[config.mk]
export PLATFORM = sky130hd
export DESIGN_NAME = cayde_ex_stage
export DESIGN_NICKNAME = d
export VERILOG_FILES = /design/src/rtl/cayde_ex_stage.sv
export SDC_FILE = /design/constraint.sdc
export NUM_CORES = 1
export LEC_CHECK = 0
export CAP_MARGIN = 40
export CELL_PAD_IN_SITES_DETAIL_PLACEMENT = 1
export CELL_PAD_IN_SITES_GLOBAL_PLACEMENT = 1
export CORE_MARGIN = 2
export CORE_UTILIZATION = 37
export CTS_BUF_LIST = sky130_fd_sc_hd__clkbuf_4
export DETAILED_ROUTE_END_ITERATION = 6
export PLACE_DENSITY_LB_ADDON = 0.25
export SLEW_MARGIN = 20
export SYNTH_ARGS = -nofsm -noshare
export SYNTH_HDL_FRONTEND = slang
export SYNTH_SLANG_ARGS = --single-unit
[constraint.sdc]
create_clock -name clk_i -period 10.4 [get_ports clk_i]
set_clock_uncertainty 0.05 [all_clocks]
set_input_delay 1.56 -clock clk_i [delete_from_list [all_inputs] [get_ports clk_i]]
set_output_delay 1.56 -clock clk_i [all_outputs]
set_load 0.03 [all_outputs]
[src/rtl/cayde_ex_stage.sv]
// cayde RV32 execute stage: ID/EX register, operand forwarding, load-use stall, EX/MEM register.
// Optional perf counters enabled by defining CAYDE_EX_PERF_EN.
package cayde_pkg;
    typedef enum logic [3:0] {
        ALU_ADD  = 4'd0,
        ALU_SUB  = 4'd1,
        ALU_AND  = 4'd2,
        ALU_OR   = 4'd3,
        ALU_XOR  = 4'd4,
        ALU_SLL  = 4'd5,
        ALU_SRL  = 4'd6,
        ALU_SRA  = 4'd7,
        ALU_SLT  = 4'd8,
        ALU_SLTU = 4'd9
    } alu_op;

    typedef struct packed {
        alu_op       op;
        logic [31:0] rs1d;
        logic [31:0] rs2d;
        logic [4:0]  rs1a;
        logic [4:0]  rs2a;
        logic [4:0]  rd;
        logic        we;
        logic        ld;
        logic [31:0] imm;
        logic [31:0] pc;
        logic        use_pc;
        logic        use_imm;
    } id_ex_t;

    typedef struct packed {
        logic [31:0] res;
        logic [4:0]  rd;
        logic        we;
        logic        ld;
        logic [31:0] pc;
    } ex_mem_t;
endpackage

module cayde_ex_stage
    import cayde_pkg::*;
#(
    parameter int XLEN       = 32,
    parameter int REG_ADDR_W = 5
) (
    input  logic                  clk_i,
    input  logic                  rst_i,
    input  logic                  id_valid_i,
    output logic                  id_ready_o,
    input  cayde_pkg::alu_op      id_alu_op_i,
    input  logic [XLEN-1:0]       id_rs1_data_i,
    input  logic [XLEN-1:0]       id_rs2_data_i,
    input  logic [REG_ADDR_W-1:0] id_rs1_addr_i,
    input  logic [REG_ADDR_W-1:0] id_rs2_addr_i,
    input  logic [REG_ADDR_W-1:0] id_rd_addr_i,
    input  logic                  id_rd_we_i,
    input  logic                  id_is_load_i,
    input  logic [XLEN-1:0]       id_imm_i,
    input  logic [XLEN-1:0]       id_pc_i,
    input  logic                  id_use_pc_i,
    input  logic                  id_use_imm_i,
    input  logic                  wb_we_i,
    input  logic [REG_ADDR_W-1:0] wb_rd_i,
    input  logic [XLEN-1:0]       wb_data_i,
    input  logic                  flush_i,
    output cayde_pkg::alu_op      alu_op_o,
    output logic [XLEN-1:0]       alu_a_o,
    output logic [XLEN-1:0]       alu_b_o,
    input  logic [XLEN-1:0]       alu_res_i,
    output logic                  ex_valid_o,
    input  logic                  ex_ready_i,
    output logic [XLEN-1:0]       ex_res_o,
    output logic [REG_ADDR_W-1:0] ex_rd_o,
    output logic                  ex_rd_we_o,
    output logic                  ex_is_load_o,
    output logic [XLEN-1:0]       ex_pc_o,
    output logic [31:0]           perf_stall_cnt_o,
    output logic [31:0]           perf_flush_cnt_o
);

    logic    v1_q, v1_d, v2_q, v2_d;
    id_ex_t  s1_q, s1_d;
    ex_mem_t s2_q, s2_d;
    logic    s2_free, hazard, fire1, accept;
    logic [XLEN-1:0] fwd1, fwd2;

    function automatic logic [31:0] fwd(
        input logic [4:0]  rs,
        input logic [31:0] rf,
        input logic        v2,
        input ex_mem_t     s2,
        input logic        wbwe,
        input logic [4:0]  wbrd,
        input logic [31:0] wbd
    );
        logic [31:0] r;
        r = rf;
        if (rs != 5'd0) begin
            // A load in EX/MEM only has its address, never forward it
            if (v2 && s2.we && !s2.ld && s2.rd == rs)
                r = s2.res;
            else if (wbwe && wbrd == rs)
                r = wbd;
        end
        return r;
    endfunction

    always_comb begin
        s2_free = !v2_q || ex_ready_i;
        hazard  = v1_q && v2_q && s2_q.ld && (s2_q.rd != 5'd0) &&
                  ((s2_q.rd == s1_q.rs1a && !s1_q.use_pc) ||
                   (s2_q.rd == s1_q.rs2a && !s1_q.use_imm));
        fire1      = v1_q && !hazard && s2_free;
        id_ready_o = !rst_i && !flush_i && (!v1_q || fire1);
        accept     = id_valid_i && id_ready_o;

        fwd1 = fwd(s1_q.rs1a, s1_q.rs1d, v2_q, s2_q,
                   wb_we_i, wb_rd_i, wb_data_i);
        fwd2 = fwd(s1_q.rs2a, s1_q.rs2d, v2_q, s2_q,
                   wb_we_i, wb_rd_i, wb_data_i);
        alu_a_o  = s1_q.use_pc  ? s1_q.pc  : fwd1;
        alu_b_o  = s1_q.use_imm ? s1_q.imm : fwd2;
        alu_op_o = v1_q ? s1_q.op : ALU_ADD;

        v1_d = v1_q;
        s1_d = s1_q;
        if (accept) begin
            v1_d = 1'b1;
            s1_d = '{op: id_alu_op_i, rs1d: id_rs1_data_i,
                     rs2d: id_rs2_data_i, rs1a: id_rs1_addr_i,
                     rs2a: id_rs2_addr_i, rd: id_rd_addr_i,
                     we: id_rd_we_i, ld: id_is_load_i,
                     imm: id_imm_i, pc: id_pc_i,
                     use_pc: id_use_pc_i, use_imm: id_use_imm_i};
        end else if (fire1) begin
            v1_d = 1'b0;
        end

        v2_d = v2_q;
        s2_d = s2_q;
        if (fire1) begin
            v2_d = 1'b1;
            s2_d = '{res: alu_res_i, rd: s1_q.rd, we: s1_q.we,
                     ld: s1_q.ld, pc: s1_q.pc};
        end else if (ex_ready_i) begin
            v2_d = 1'b0;
        end

        if (flush_i) begin
            v1_d = 1'b0;
            v2_d = 1'b0;
        end
    end

    always_ff @(posedge clk_i or posedge rst_i) begin
        if (rst_i) begin
            v1_q <= 1'b0;
            v2_q <= 1'b0;
            s1_q <= '0;
            s2_q <= '0;
        end else begin
            v1_q <= v1_d;
            v2_q <= v2_d;
            s1_q <= s1_d;
            s2_q <= s2_d;
        end
    end

    assign ex_valid_o   = v2_q;
    assign ex_res_o     = s2_q.res;
    assign ex_rd_o      = s2_q.rd;
    assign ex_rd_we_o   = s2_q.we;
    assign ex_is_load_o = s2_q.ld;
    assign ex_pc_o      = s2_q.pc;

`ifdef CAYDE_EX_PERF_EN
    logic [31:0] stall_cnt_q, stall_cnt_d;
    logic [31:0] flush_cnt_q, flush_cnt_d;

    always_comb begin
        stall_cnt_d = stall_cnt_q + {31'd0, hazard};
        flush_cnt_d = flush_cnt_q + {31'd0, flush_i};
    end

    always_ff @(posedge clk_i or posedge rst_i) begin
        if (rst_i) begin
            stall_cnt_q <= '0;
            flush_cnt_q <= '0;
        end else begin
            stall_cnt_q <= stall_cnt_d;
            flush_cnt_q <= flush_cnt_d;
        end
    end

    assign perf_stall_cnt_o = stall_cnt_q;
    assign perf_flush_cnt_o = flush_cnt_q;
`else
    assign perf_stall_cnt_o = 32'd0;
    assign perf_flush_cnt_o = 32'd0;
`endif

endmodule

Word-level counts from Yosys, hierarchy flattened
Index checks and enable logic that the tools add are counted.

Bits in registers: 224. Bits in latches: 0. RAM bits: 0. ROM bits: 0. Output and inout port bits: 205. Word-level logic and storage cells: 71. Memories kept: 0.

$add $sub $neg: 0. Multipliers: 0. Div/mod/pow operators: 0. Magnitude comparators: 0. Equal/unequal tests: 4. Shift-type cells: 0. Muxes and demuxes: 15. Bitwise logic cells: 0. Reductions and logical operators: 33.

Operators by type and width (number): 2-to-1 mux 32 bit (8); == test 5 bit (4); logical AND 1 bit (17); nonzero test 5 bit (3); zero test 1 bit (8); 2-to-1 mux 1 bit (6); nonzero test 3 bit (2); 2-to-1 mux 4 bit (1); logical OR 1 bit (3).

Longest topological paths before layout
Gate-level depths: netlist of run 1.

Depth in word-level cells: 12. Gate-level depth with buffers: 8. Gate-level depth less buffers: 5.

Worst setup path before layout of run 1
OpenSTA, ideal clock, no wires.

Path type: input port to output port. Start point: input wb_rd_i[2]. End point: output alu_b_o[11]. Arrival: 3.315 ns. Slack: 5.475 ns. Cell stages on the path: 6. Buffers on the path: 1. Cell sequence: xor2_1 > nor2_1 > and3_1 > o21ai_1 > clkbuf_1 > mux2i_1.

Cells in the longest elaborated chain, start to end: 6.

RTL lines: from (decl) (line 64) `input logic [REG_ADDR_W-1:0] wb_rd_i,`; == test 5 bit (line 103) `else if (wbwe && wbrd == rs)`; logical AND 1 bit (line 103); 2-to-1 mux 32 bit (line 103); 2-to-1 mux 32 bit (line 101) `if (v2 && s2.we && !s2.ld && s2.rd == rs)`; 2-to-1 mux 32 bit (line 99) `if (rs != 5'd0) begin`; 2-to-1 mux 32 bit (line 123) `alu_b_o = s1_q.use_imm ? s1_q.imm : fwd2;`; to (decl) (line 69) `output logic [XLEN-1:0] alu_b_o,`.

Every way passes these cells.

Worst setup path after layout of run 1
Start point: input wb_rd_i[0]. End point: output alu_a_o[31].

Cells in the longest elaborated chain, start to end: 6.

RTL lines: == test 5 bit (line 103); logical AND 1 bit (line 103); 2-to-1 mux 32 bit (line 103); 2-to-1 mux 32 bit (line 101); 2-to-1 mux 32 bit (line 99); 2-to-1 mux 32 bit (line 122) `alu_a_o = s1_q.use_pc ? s1_q.pc : fwd1;`; to (decl) (line 68) `output logic [XLEN-1:0] alu_a_o,`.

Every way passes these cells.

==> results of run 1 <==
-- cell usage after synthesis, types with 2 or more instances --
cell	n
buf_4	70
inv_1	2
nor2_1	7
and2_1	5
buf_1	2
xor2_1	17
dfrtp_1	224
a21oi_1	3
a22oi_1	2
nor3_1	8
o21ai_1	2
xnor2_1	3
clkbuf_1	11
nand2_1	2
mux2_2	132
buf_2	16
nand4b_1	2
and3_1	2
buf_12	10
mux2_4	90
mux2i_1	190
o211ai_2	2
or3_1	2
-- metal layers --
metal  part of all wire [%]  GRT usage, %
met4                    2.1          7.68
met5                  0.037             0
met2                     49          34.8
met3                    9.2          8.30
met1                     40          24.4
-- report_power, final --
| part | switching, uW | internal, uW |
|---|---|---|
| logic | 720 | 687 |
| registers | 158 | 1080 |
| clock network | 393 | 484 |
| total | 1270 | 2250 |
-- through the flow --
| step | power (uW) | hold WS [ps] | util [%] | area (um^2) |
|---|---|---|---|---|
| after floorplan | 2110 | 423 | - | 11900 |
| after global placement | 2640 | 435 | 49.0 | 15400 |
| after detailed placement | 2670 | 442 | 49.5 | 15500 |
| after CTS | 3580 | 456 | 52.2 | 16400 |
| after global routing | 3720 | 469 | 52.3 | 16400 |
| final | 3520 | 454 | 52.3 | 16400 |
-- registers in the layout, summed over array words and instances (netlist names) --
name and flops:
ex_res_o 32, ex_is_load_o 1, ex_valid_o 1, v1_q 1
s1_q 151, ex_pc_o 32, ex_rd_o 5, ex_rd_we_o 1
-- worst max path at each step --
stage	start	end	slack, ps
final	wb_rd_i[0]	alu_a_o[31]	4370
after global routing	wb_rd_i[0]	alu_a_o[31]	4290
after detailed placement	wb_rd_i[0]	alu_a_o[31]	4340
after CTS	wb_rd_i[0]	alu_a_o[31]	4340
after floorplan	rst_i	ex_is_load_o	2660
after global placement	wb_rd_i[1]	alu_a_o[31]	4390
-- worst reg2reg max path, stage by stage (launching register included) --
cell	delay, ps
dfrtp_2	340
buf_4	560
or3_1	230
a2bb2oi_1	520
a21bo_4	450
buf_16	290
buf_4	680
mux2_2	450
-- kinds of logic (layout without fill, tap and decap cells) --
group	Yosys count	after routing
muxes	412	412
DFF	224	224
buffers and inverters	112	503
and+or+nand+nor	35	35
xor gates and xnor gates	20	20
AOI/OAI and AO/OA	15	15
other	1	69
-- area by class of cell --
type / instances / share of cell area [%]
antenna: 5 / 0.0762
clock buffer: 92 / 4.20
clock inverter: 25 / 1.05
inverter: 2 / 0.0914
multi-input combinational: 546 / 33.5
sequential: 224 / 34.1
tap: 402 / 3.06
timing repair buffer: 384 / 23.9
==> impl_results.md, run 1 <==
* Mux contribution to synthesized area at about 40%
* Most common cell after layout, fill and taps aside: clkdlybuf4s50_1
* Post-CTS sizing at 0
* Largest net degree at the start of global routing at just over 80
* Core area at around 0.031 mm^2
* Fill cell count at around 3200
* Power density cells at approximately 210 mW/mm^2
* Stages on worst setup path at 8
* Post-DRT Antenna Nets at 0
* Detailed-route vias per instance at 4.81
* Crit path max-delay family: buffers and inverters
* Pre-CTS setup slack at about 4300 ps
* Hold Crit Depth at 1
* First-pass GRT wire length at between 50000 and 60000 um
* Synth Area in XOR/XNOR at 1.50%
* Adder-Cell Fraction of Synth Area at 0%
* Die Span X at ~180 um
* Worst Setup End Kind: output port
* CP max stage cell: clkdlybuf4s50_1
* Crit Path Class: in -> out
* Most frequent cells in the layout: 366 x clkdlybuf4s50_1, 222 x dfrtp_1, 190 x mux2i_1, 132 x mux2_2, 92 x clkbuf_4
* Pre-antenna DRT Iters at 4
* Routed WL per cell at just over 20 um
* Run status: completed
* Drt first-iter violations at roughly 250
* DIE HEIGHT at about 180 um
* CTS Root Cell: clkbuf_4
* Antenna violations before repair at 6
* Max frequency at 0.166 GHz
* Area Growth Syn to Fin at 40.4%
* TritonCTS Buffers at 69
* Total GRT Usage at approximately a fifth
* Cell-by-cell trace of the critical path: clkdlybuf4s50_1 > xor2_1 > nor3_1 > and3_1 > o21ai_4 > buf_4 > mux2i_1 > clkdlybuf4s50_1
* Synth Instances at 819
* Register area share after synthesis at 47.9%
* Worst reg2reg endpoint: s1_q[125]
* Clk sinks at 224
* Worst-skew pair later-pin latency at 660 ps
* CP max FO at 32
* Maxcap violations at 0
* Cell Area, Synth at roughly 0.012 mm^2
* Post-CTS Setup Bufs at 0
* Setup ws final at roughly 4400 ps
* Final setup viols at 0
* Register Area at 0.00561 mm^2
* Post-Route WL at about 35000 um
* Final worst-path cycle share at 58.0%
* CTS max path bufs at 3
* Synth Area in Compound Gates at less than 1%
* Fin crit period at between 6000 and 7000 ps
* Post-synth top area cell: dfrtp_1
* CP max stage delay at 740 ps
* RSZ-0062 raised after global routing: no
* Slew Viols, Final at 0
* Main combinational cell family by area after synthesis: multiplexers
* Nets at about 1500
* Placed cells at ~1600
* YS warnings at 0
* Die area at approximately 0.033 mm^2
* Startpoint types: primary input
* Row Count at 65
* Critical path buffers and inverters at 3
* Syn avg cell area at ~14 um^2
* Post-synth top area share at 47.9%
* Vias in the first global route at 9036
* Fin. Hold Viols at 0
* CTS tree: yes
* Post-synth cell types at 38
* CP required at roughly 8800 ps
* Slew @ Worst Pin at 798 ps
* Max H-tree Level at 3
* Setup_tns at 0 ps
* Critical Path Most Common Cell: clkdlybuf4s50_1
* Critical R2R Launch: s1_q[0]
* Worst vdd ir at 0.117 mV
* Hold WC Path Type: reg -> reg
* Initial cell density of the core at between 30 and 40%
* IO Pins at 431
* Clk slew on worst S/H paths at roughly 60 ps
* Ys async rst share at 100%
* Layout cells sized above 1 at ~27%
* Grt ovf at 0
* CTS Hold Buffers Added at 0
* Leakage power at 0.00783 uW
* Flop2flop setup slack at between 6000 and 7000 ps
* Seq cells post-synth at roughly 220
* GPL Wtd Cong at between 0.7 and 0.8
* Hold path start: s1_q[124]
* Worst reg-to-reg path cell count at 7
* Final Instance Count excl. Fillers at about 1700
* Largest cells by area after synthesis: dfrtp_1 48%, mux2i_1 16%, mux2_2 13%
* Area of the multi-input gates at between 0.005 and 0.006 mm^2
* Post-synth EDFFs at 0
* Max-slew headroom at between 40% and 50%
* Data arrival, critical path at about 4400 ps
* Dpl hpwl at approximately 25000 um
* DRC viols at 0
* Hold Path End: s1_q[124]
* Vias at 8075
* Prevailing post-synth register cell: dfrtp_1
* Buffers added on ports at 366
* Post-Synth Simple-Gate Area at ~1.7%
No activity file was read; power rests on OpenSTA's default activity.
==> run 2: changes to the inputs <==
Clock period 10.4 ns to 5.8 ns, I/O delays scaled along.
==> impl_results.md, run 2 (synthesis results as in run 1) <==
* Worst Setup SP: ex_rd_o[2]
* Largest net degree at the start of global routing at about 110
* Post-CTS sizing at 0
* Fill cell count at between 3000 and 4000
* CTS tree: yes
* Nets at approximately 1500
* Drt first-iter violations at ~260
* Post-CTS Setup Bufs at 0
* Fin. Hold Viols at 0
* Pre-CTS setup slack at approximately 1500 ps
* Slew @ Worst Pin at between 700 and 800 ps
* CTS Root Cell: clkbuf_4
* Final worst-path cycle share at 75.7%
* Slew Viols, Final at 0
* Antenna violations before repair at 3
* Hold WC Path Type: reg -> reg
* DIE HEIGHT at ~180 um
* Crit path max-delay family: simple AND/OR/NAND/NOR gates
* TritonCTS Buffers at 68
* Fin crit period at approximately 4400 ps
* CP required at between 4000 and 5000 ps
* Detailed-route vias per instance at slightly below 5
* CTS Hold Buffers Added at 0
* Area of the multi-input gates at around 0.0055 mm^2
* Clk sinks at 224
* Total GRT Usage at 21.2%
* Maxcap violations at 0
* RSZ-0062 raised after global routing: no
* Critical path buffers and inverters at 2
* Vias at a little over 8000
* Register Area at approximately 0.0056 mm^2
* Max FFs per register at between 150 and 200
* Hold path start: s1_q[67]
* Grt ovf at 0
* Leakage power at 0.00779 uW
* Run status: completed
* Setup ws final at about 1400 ps
* Final setup viols at 0
* Critical Path Most Common Cell: mux2i_1
* CP max stage delay at 710 ps
* Pre-antenna DRT Iters at 4
* Core area at about 0.031 mm^2
* CTS max path bufs at 3
* Initial cell density of the core at 37.3%
* Worst-skew pair later-pin latency at ~660 ps
* Clk slew on worst S/H paths at ~60 ps
* DRC viols at 0
* Cell-by-cell trace of the critical path: xor2_1 > or2_2 > or3_2 > buf_12 > mux2i_1 > mux2i_1 > clkdlybuf4s50_1
* Critical R2R Launch: s1_q[79]
* Most frequent cells in the layout: 366 x clkdlybuf4s50_1, 222 x dfrtp_1, 190 x mux2i_1, 132 x mux2_2, 97 x clkbuf_4
* IO Pins at roughly 430
* Crit Path Class: reg -> out
* Routed WL per cell at between 20 and 25 um
* First-pass GRT wire length at approximately 54000 um
* Layout cells sized above 1 at roughly 28%
* Worst vdd ir at about 0.18 mV
* Worst Setup End Kind: output port
* CP max stage cell: clkdlybuf4s50_1
* Max frequency at roughly 0.23 GHz
* CP max FO at 20
* Top reg by flops: s1_q
* Setup_tns at 0 ps
* Die Span X at about 180 um
* Power density cells at approximately 380 mW/mm^2
* Post-Route WL at about 35000 um
* Max-slew headroom at around half
* Data arrival, critical path at between 3000 and 4000 ps
* GPL Wtd Cong at between 0.8 and 0.9
* Row Count at 65
* Buffers added on ports at 366
* Startpoint types: flop
* Most common cell after layout, fill and taps aside: clkdlybuf4s50_1
* Dpl hpwl at ~26000 um
* Die area at about 0.033 mm^2
* Area Growth Syn to Fin at 39.4%
* Vias in the first global route at ~9000
* Post-DRT Antenna Nets at 0
* Max H-tree Level at 3
==> run 2: cell count changes in the layout (fill, tap and decap cells not counted), sizes merged <==
cell / previous run / this run
buf: 18 / 19
bufinv: 3 / 0
clkbuf: 92 / 97
clkinv: 21 / 8
clkinvlp: 0 / 2
diode: 5 / 1
inv: 3 / 4
==> run 2: metrics by stage <==
stage | total power [uW] | instance area (um^2) | cells | util (%) | hold slack (ps)
after CTS | 6300 | 16300 | 1668 | 52.0 | 455
after global placement | 4740 | 15400 | 1554 | 49.2 | 434
after global routing | 6540 | 16300 | 1669 | 52.0 | 469
after floorplan | 3780 | 11900 | 882 | - | 423
final | 6190 | 16300 | 1669 | 52.0 | 452
after detailed placement | 4790 | 15500 | 1559 | 49.5 | 442
==> run 2: routing by layer <==
metal | global-route usage, % | up-vias | share of wire (%)
met5 | 0 | - | 0.066
met4 | 7.23 | 4 | 2.7
met3 | 8.14 | 69 | 9.0
met2 | 35.5 | 335 | 48
met1 | 24.8 | 4036 | 40
li1 | - | 3635 | -
==> run 2: layout make-up <==
class | count | share of cell area, %
clock buffers | 97 | 4.46
repair buffers | 385 | 24.0
flip-flops and latches | 224 | 34.4
inverters | 2 | 0.0690
clock inverters | 12 | 0.299
well taps | 402 | 3.08
diodes | 1 | 0.0153
multi-input cells | 546 | 33.8
==> run 2: worst paths after layout <==
kind / end / slack, ps / cells after the start
setup / recovery: alu_b_o[17] / 1410 / 7
hold / removal: s1_q[67] / 450 / 1
setup reg to reg: ex_res_o[9] / 2550 / 7
hold reg to reg: s1_q[67] / 450 / 1
max in group asynchronous: s1_q[1] / 4140 / 3
min in group asynchronous: v1_q / 540 / 2
==> run 2: power by group <==
| part | switching, uW | total (uW) | leakage [uW] | internal [uW] |
|---|---|---|---|---|
| Clock | 687 | 1440 | 0.000472 | 758 |
| Combinational | 1260 | 2490 | 0.00468 | 1230 |
| Sequential | 314 | 2260 | 0.00264 | 1940 |
| Total | 2260 | 6190 | 0.00779 | 3930 |
==> run 3: changes to the inputs <==
Clock period 5.8 ns to 4.4 ns, I/O delays scaled along.
==> impl_results.md, run 3 (synthesis results as in run 1) <==
* Internal Pwr Total at between 5000 and 6000 uW
* Leakage power at between 0.007 and 0.008 uW
* Seq pwr share at about 36%
* Data arrival, critical path at roughly 3500 ps
* Worst Setup End Kind: output port
* Startpoint types: flop
* Top reg by flops: s1_q
* Clk slew on worst S/H paths at roughly 60 ps
* Layout cells sized above 1 at between 20% and 30%
* Post-DRT Antenna Nets at 0
* Slew Viols, Final at 0
* Nets at between 1000 and 1500
* Grt ovf at 0
* Routed WL per cell at 21.1 um
* CP max stage cell: clkdlybuf4s50_1
* CP required at 3690 ps
* Row Count at between 60 and 70
* Clk sinks at approximately 220
* Switching Share at 36.2%
* Setup_tns at 0 ps
* Slew @ Worst Pin at around 540 ps
* Power density cells at 503 mW/mm^2
* RSZ-0062 raised after global routing: no
* CTS max path bufs at 3
* Worst-skew pair later-pin latency at approximately 620 ps
* Buffers added on ports at 366
* Fill cell count at roughly 3200
* Cell-by-cell trace of the critical path: xor2_1 > or2_2 > nor3_2 > buf_4 > o21ai_4 > buf_4 > a22oi_1 > clkdlybuf4s50_1
* Placement Cell Area at 0.0156 mm^2
* Total GRT Usage at between 20% and 30%
* Critical path buffers and inverters at 3
* Core area at between 0.03 and 0.04 mm^2
* CP max stage delay at approximately 730 ps
* Crit path max-delay family: buffers and inverters
* Max frequency at about 0.24 GHz
* Critical Path Most Common Cell: buf_4
* Fin. Hold Viols at 0
* Dpl hpwl at roughly 26000 um
* Most frequent cells in the layout: 365 x clkdlybuf4s50_1, 222 x dfrtp_1, 190 x mux2i_1, 132 x mux2_2, 97 x clkbuf_4
* Largest net degree at the start of global routing at 73
* Area of the multi-input gates at around 0.0055 mm^2
* Vias at between 8000 and 9000
* Final setup viols at 0
* CP max FO at 15
* CTS Root Cell: clkbuf_4
* Hold WC Path Type: in -> async
* Pre-antenna DRT Iters at 4
* Die Span X at 182 um
* CTS Hold Buffers Added at 0
* Area Growth Syn to Fin at 40.1%
* TritonCTS Buffers at 68
* Max H-tree Level at 3
* Post-Route WL at about 35000 um
* Crit Path Class: reg -> out
* GPL Wtd Cong at between 0.8 and 0.9
* IO Pins at between 400 and 500
* CTS tree: yes
* Maxcap violations at 0
* Max-slew headroom at 64.0%
* Vias in the first global route at approximately 9000
* DRC viols at 0
* Clock Power Share at about a quarter
* Run status: completed
* Post-CTS Setup Bufs at 0
* Final worst-path cycle share at between 90% and 100%
* Initial cell density of the core at a little under two fifths
* DIE HEIGHT at around 180 um
* Antenna violations before repair at 4
* Register Area at about 0.0056 mm^2
* First-pass GRT wire length at between 50000 and 60000 um
* Final instance area at about 0.016 mm^2
* Drt first-iter violations at 182
* Fin crit period at between 4000 and 5000 ps
* Die area at approximately 0.033 mm^2
* Max FFs per register at ~150
* Worst vdd ir at 0.247 mV
* Comb power frac at between 40% and 50%
* Switching power at 2990 uW
* Detailed-route vias per instance at about 4.8
* Most common cell after layout, fill and taps aside: clkdlybuf4s50_1
-- run 3: cell types whose count changed in the layout (fill, tap and decap cells not counted), sizes merged --
cell | before | now
diode | 1 | 2
clkdlybuf4s50 | 366 | 365
bufinv | 0 | 1
clkinvlp | 2 | 3
clkinv | 8 | 7
buf | 19 | 21
inv | 4 | 3
-- run 3: through the flow --
stage | total power, uW | util, % | setup WS (ps) | hold slack, ps | cells
6_report | 8240 | 52.2 | 239 | 331 | 1671
5_1_grt | 8720 | 52.2 | 10.3 | 309 | 1671
4_1_cts | 8380 | 52.2 | 156 | 270 | 1668
3_5_place_dp | 6340 | 49.6 | 514 | 440 | 1559
3_3_place_gp | 6280 | 49.5 | 557 | 435 | 1558
2_1_floorplan | 4980 | - | 766 | 423 | 882
-- run 3: area by class of cell --
cell class / count / share of cell area [%]
Multi-Input combinational cell: 546 / 33.6
Clock buffer: 97 / 4.44
Inverter: 2 / 0.0687
Antenna cell: 2 / 0.0305
Tap cell: 402 / 3.07
Sequential cell: 224 / 34.2
Timing Repair Buffer: 386 / 24.1
Clock inverter: 12 / 0.511
-- run 3: power groups by stage --
stage	Combinational [uW]	Sequential, uW	Clock (uW)
2_1_floorplan	1740	3240	0
3_3_place_gp	3300	2980	0
3_5_place_dp	3330	3000	0
4_1_cts	3350	2970	2060
5_1_grt	3500	3040	2180
6_report	3310	2960	1970
-- run 3: timing repair --
| action | 4_1_cts | 5_1_grt |
|---|---|---|
| resized for setup | 1 | 0 |
| setup endpoints to repair | 2 | 0 |
| endpoints found under the hold margin | 0 | 0 |
-- run 3: path summary, 6_finish.rpt --
| path | start | cells after the start | slack [ps] | end |
|---|---|---|---|---|
| max reg2reg | ex_rd_o[0] | 6 | 1530 | s1_q[132] |
| max in group asynchronous | rst_i | 4 | 3130 | s1_q[64] |
| min | rst_i | 2 | 330 | s1_q[148] |
| min reg2reg | s1_q[150] | 1 | 450 | s1_q[150] |
| min in group clk_i | s1_q[150] | 1 | 450 | s1_q[150] |
| max | ex_rd_o[2] | 8 | 240 | alu_b_o[30] |
-- run 3: routing by layer --
| metal | share of wire (%) | vias up | GRT usage [%] |
|---|---|---|---|
| li1 | - | 3640 | - |
| met1 | 41 | 4012 | 25.3 |
| met2 | 49 | 311 | 36.2 |
| met3 | 8.4 | 45 | 8.12 |
| met4 | 1.6 | 4 | 5.35 |
| met5 | 0.074 | - | 0 |
==> variant (flow settings as in run 1) <==
Add a define of `CAYDE_EX_PERF_EN`.
--- a/src/rtl/cayde_ex_stage.sv
+++ b/src/rtl/cayde_ex_stage.sv
@@ -1,4 +1,6 @@
 // cayde RV32 execute stage: ID/EX register, operand forwarding, load-use stall, EX/MEM register.
 // Optional perf counters enabled by defining CAYDE_EX_PERF_EN.
+`define CAYDE_EX_PERF_EN
+
 package cayde_pkg;
     typedef enum logic [3:0] {
Formal check against the unedited RTL: not equivalent (a bounded check fails within 4 cycles, from zero or initial values and one cycle with rst_i high).
==> variant against run 1 <==
  * Power increased by 15%
  * Worst setup slack improved by 0.0046 ns
  * Sequential cell count up 64
  * Synthesized area up 36%
  * Count of clock-buffer cells in the layout up 32
  * Final area increased by 33%
  * Global-route usage up 8.0 points
  * Worst hold slack lost 0.030 ns
  * Routed wire length rose by 86%
  * Critical path type unchanged
  * Highest routed layer unchanged
==> variant: results (changes against run 1) <==
[setup_path]
r2r_cells = 11  ; +4
cp_max_fo = 24  ; -25%
endpoint = alu_a_o[13]
reg2reg_to = perf_stall_cnt_o[24]

[placed_design]
place_inst = 2351  ; +51%
gp_congestion = 0.868  ; +9.4%
place_area_um2 = 20700  ; +33%

[finish]
drive_gt1_share_pct = 9.48  ; -18 points
inverters = 5  ; +3
buffers_excl_clock = 467  ; +22%
syn2layout_area_growth_pct = 37.7
nonClkBufAreaFrac_pct = 22.1  ; -1.8 points
fin_nets = 2135  ; +47%
diodes = 8  ; +3
seqCellArea_um2 = 7210  ; +29%
multi_input_gates = 1057  ; +94%

[route]
route.met2.wl_um = 31800  ; +85%
drt_iter0_markers = 873  ; +250%
routed_via_density = 5.88  ; +22%

[status]
run_status = finished, final reports clean

[pwr]
p_clk_share_pct = 27.0  ; +2.1 points
internal-power_mw = 2.52  ; +12%

[synthesis]
synth-compound-area-share_pct = 16.2  ; +15 points
avgSynthCellArea_um2 = 10.7  ; -25%
synth_xor_area_share_pct = 4.40  ; +2.9 points
synth_area_leaders = dfrtp_1 45%, mux2i_1 12%, mux2_1 5.0%, o211ai_1 5.0%, a22oi_1 4.9%

[clock_network]
worstSkewPairLatency_ns = 0.81  ; +0.15 ns
numCtsBuffers = 86  ; +25%

[global_routing]
globalRouteMet1Util_pct = 35.8  ; +11 points
grt_max_degree = 95  ; +14%

## variant: cell types whose count changed in the layout (fill, tap and decap cells not counted), moves of 52 or more
cell	delta
a22oi_1	+102
and3_1	+55
clkdlybuf4s50_1	+64
conb_1	-64
dfrtp_1	+63
mux2_1	+70
mux2_2	-131
mux2_4	-90
nand2_1	+129
nand3_1	+90
nand4_1	+52
o211ai_1	+105
xnor2_1	+55
## variant: how the worst min path moves through the flow
stage	startpoint	endpoint	cells after the start
6_report	perf_flush_cnt_o[31]	perf_flush_cnt_o[31]	1
5_1_grt	perf_flush_cnt_o[31]	perf_flush_cnt_o[31]	1
4_1_cts	perf_flush_cnt_o[31]	perf_flush_cnt_o[31]	1
3_5_place_dp	perf_stall_cnt_o[31]	perf_stall_cnt_o[31]	1
3_3_place_gp	perf_stall_cnt_o[31]	perf_stall_cnt_o[31]	1
2_1_floorplan	s1_q[68]	ex_rd_o[0]	1
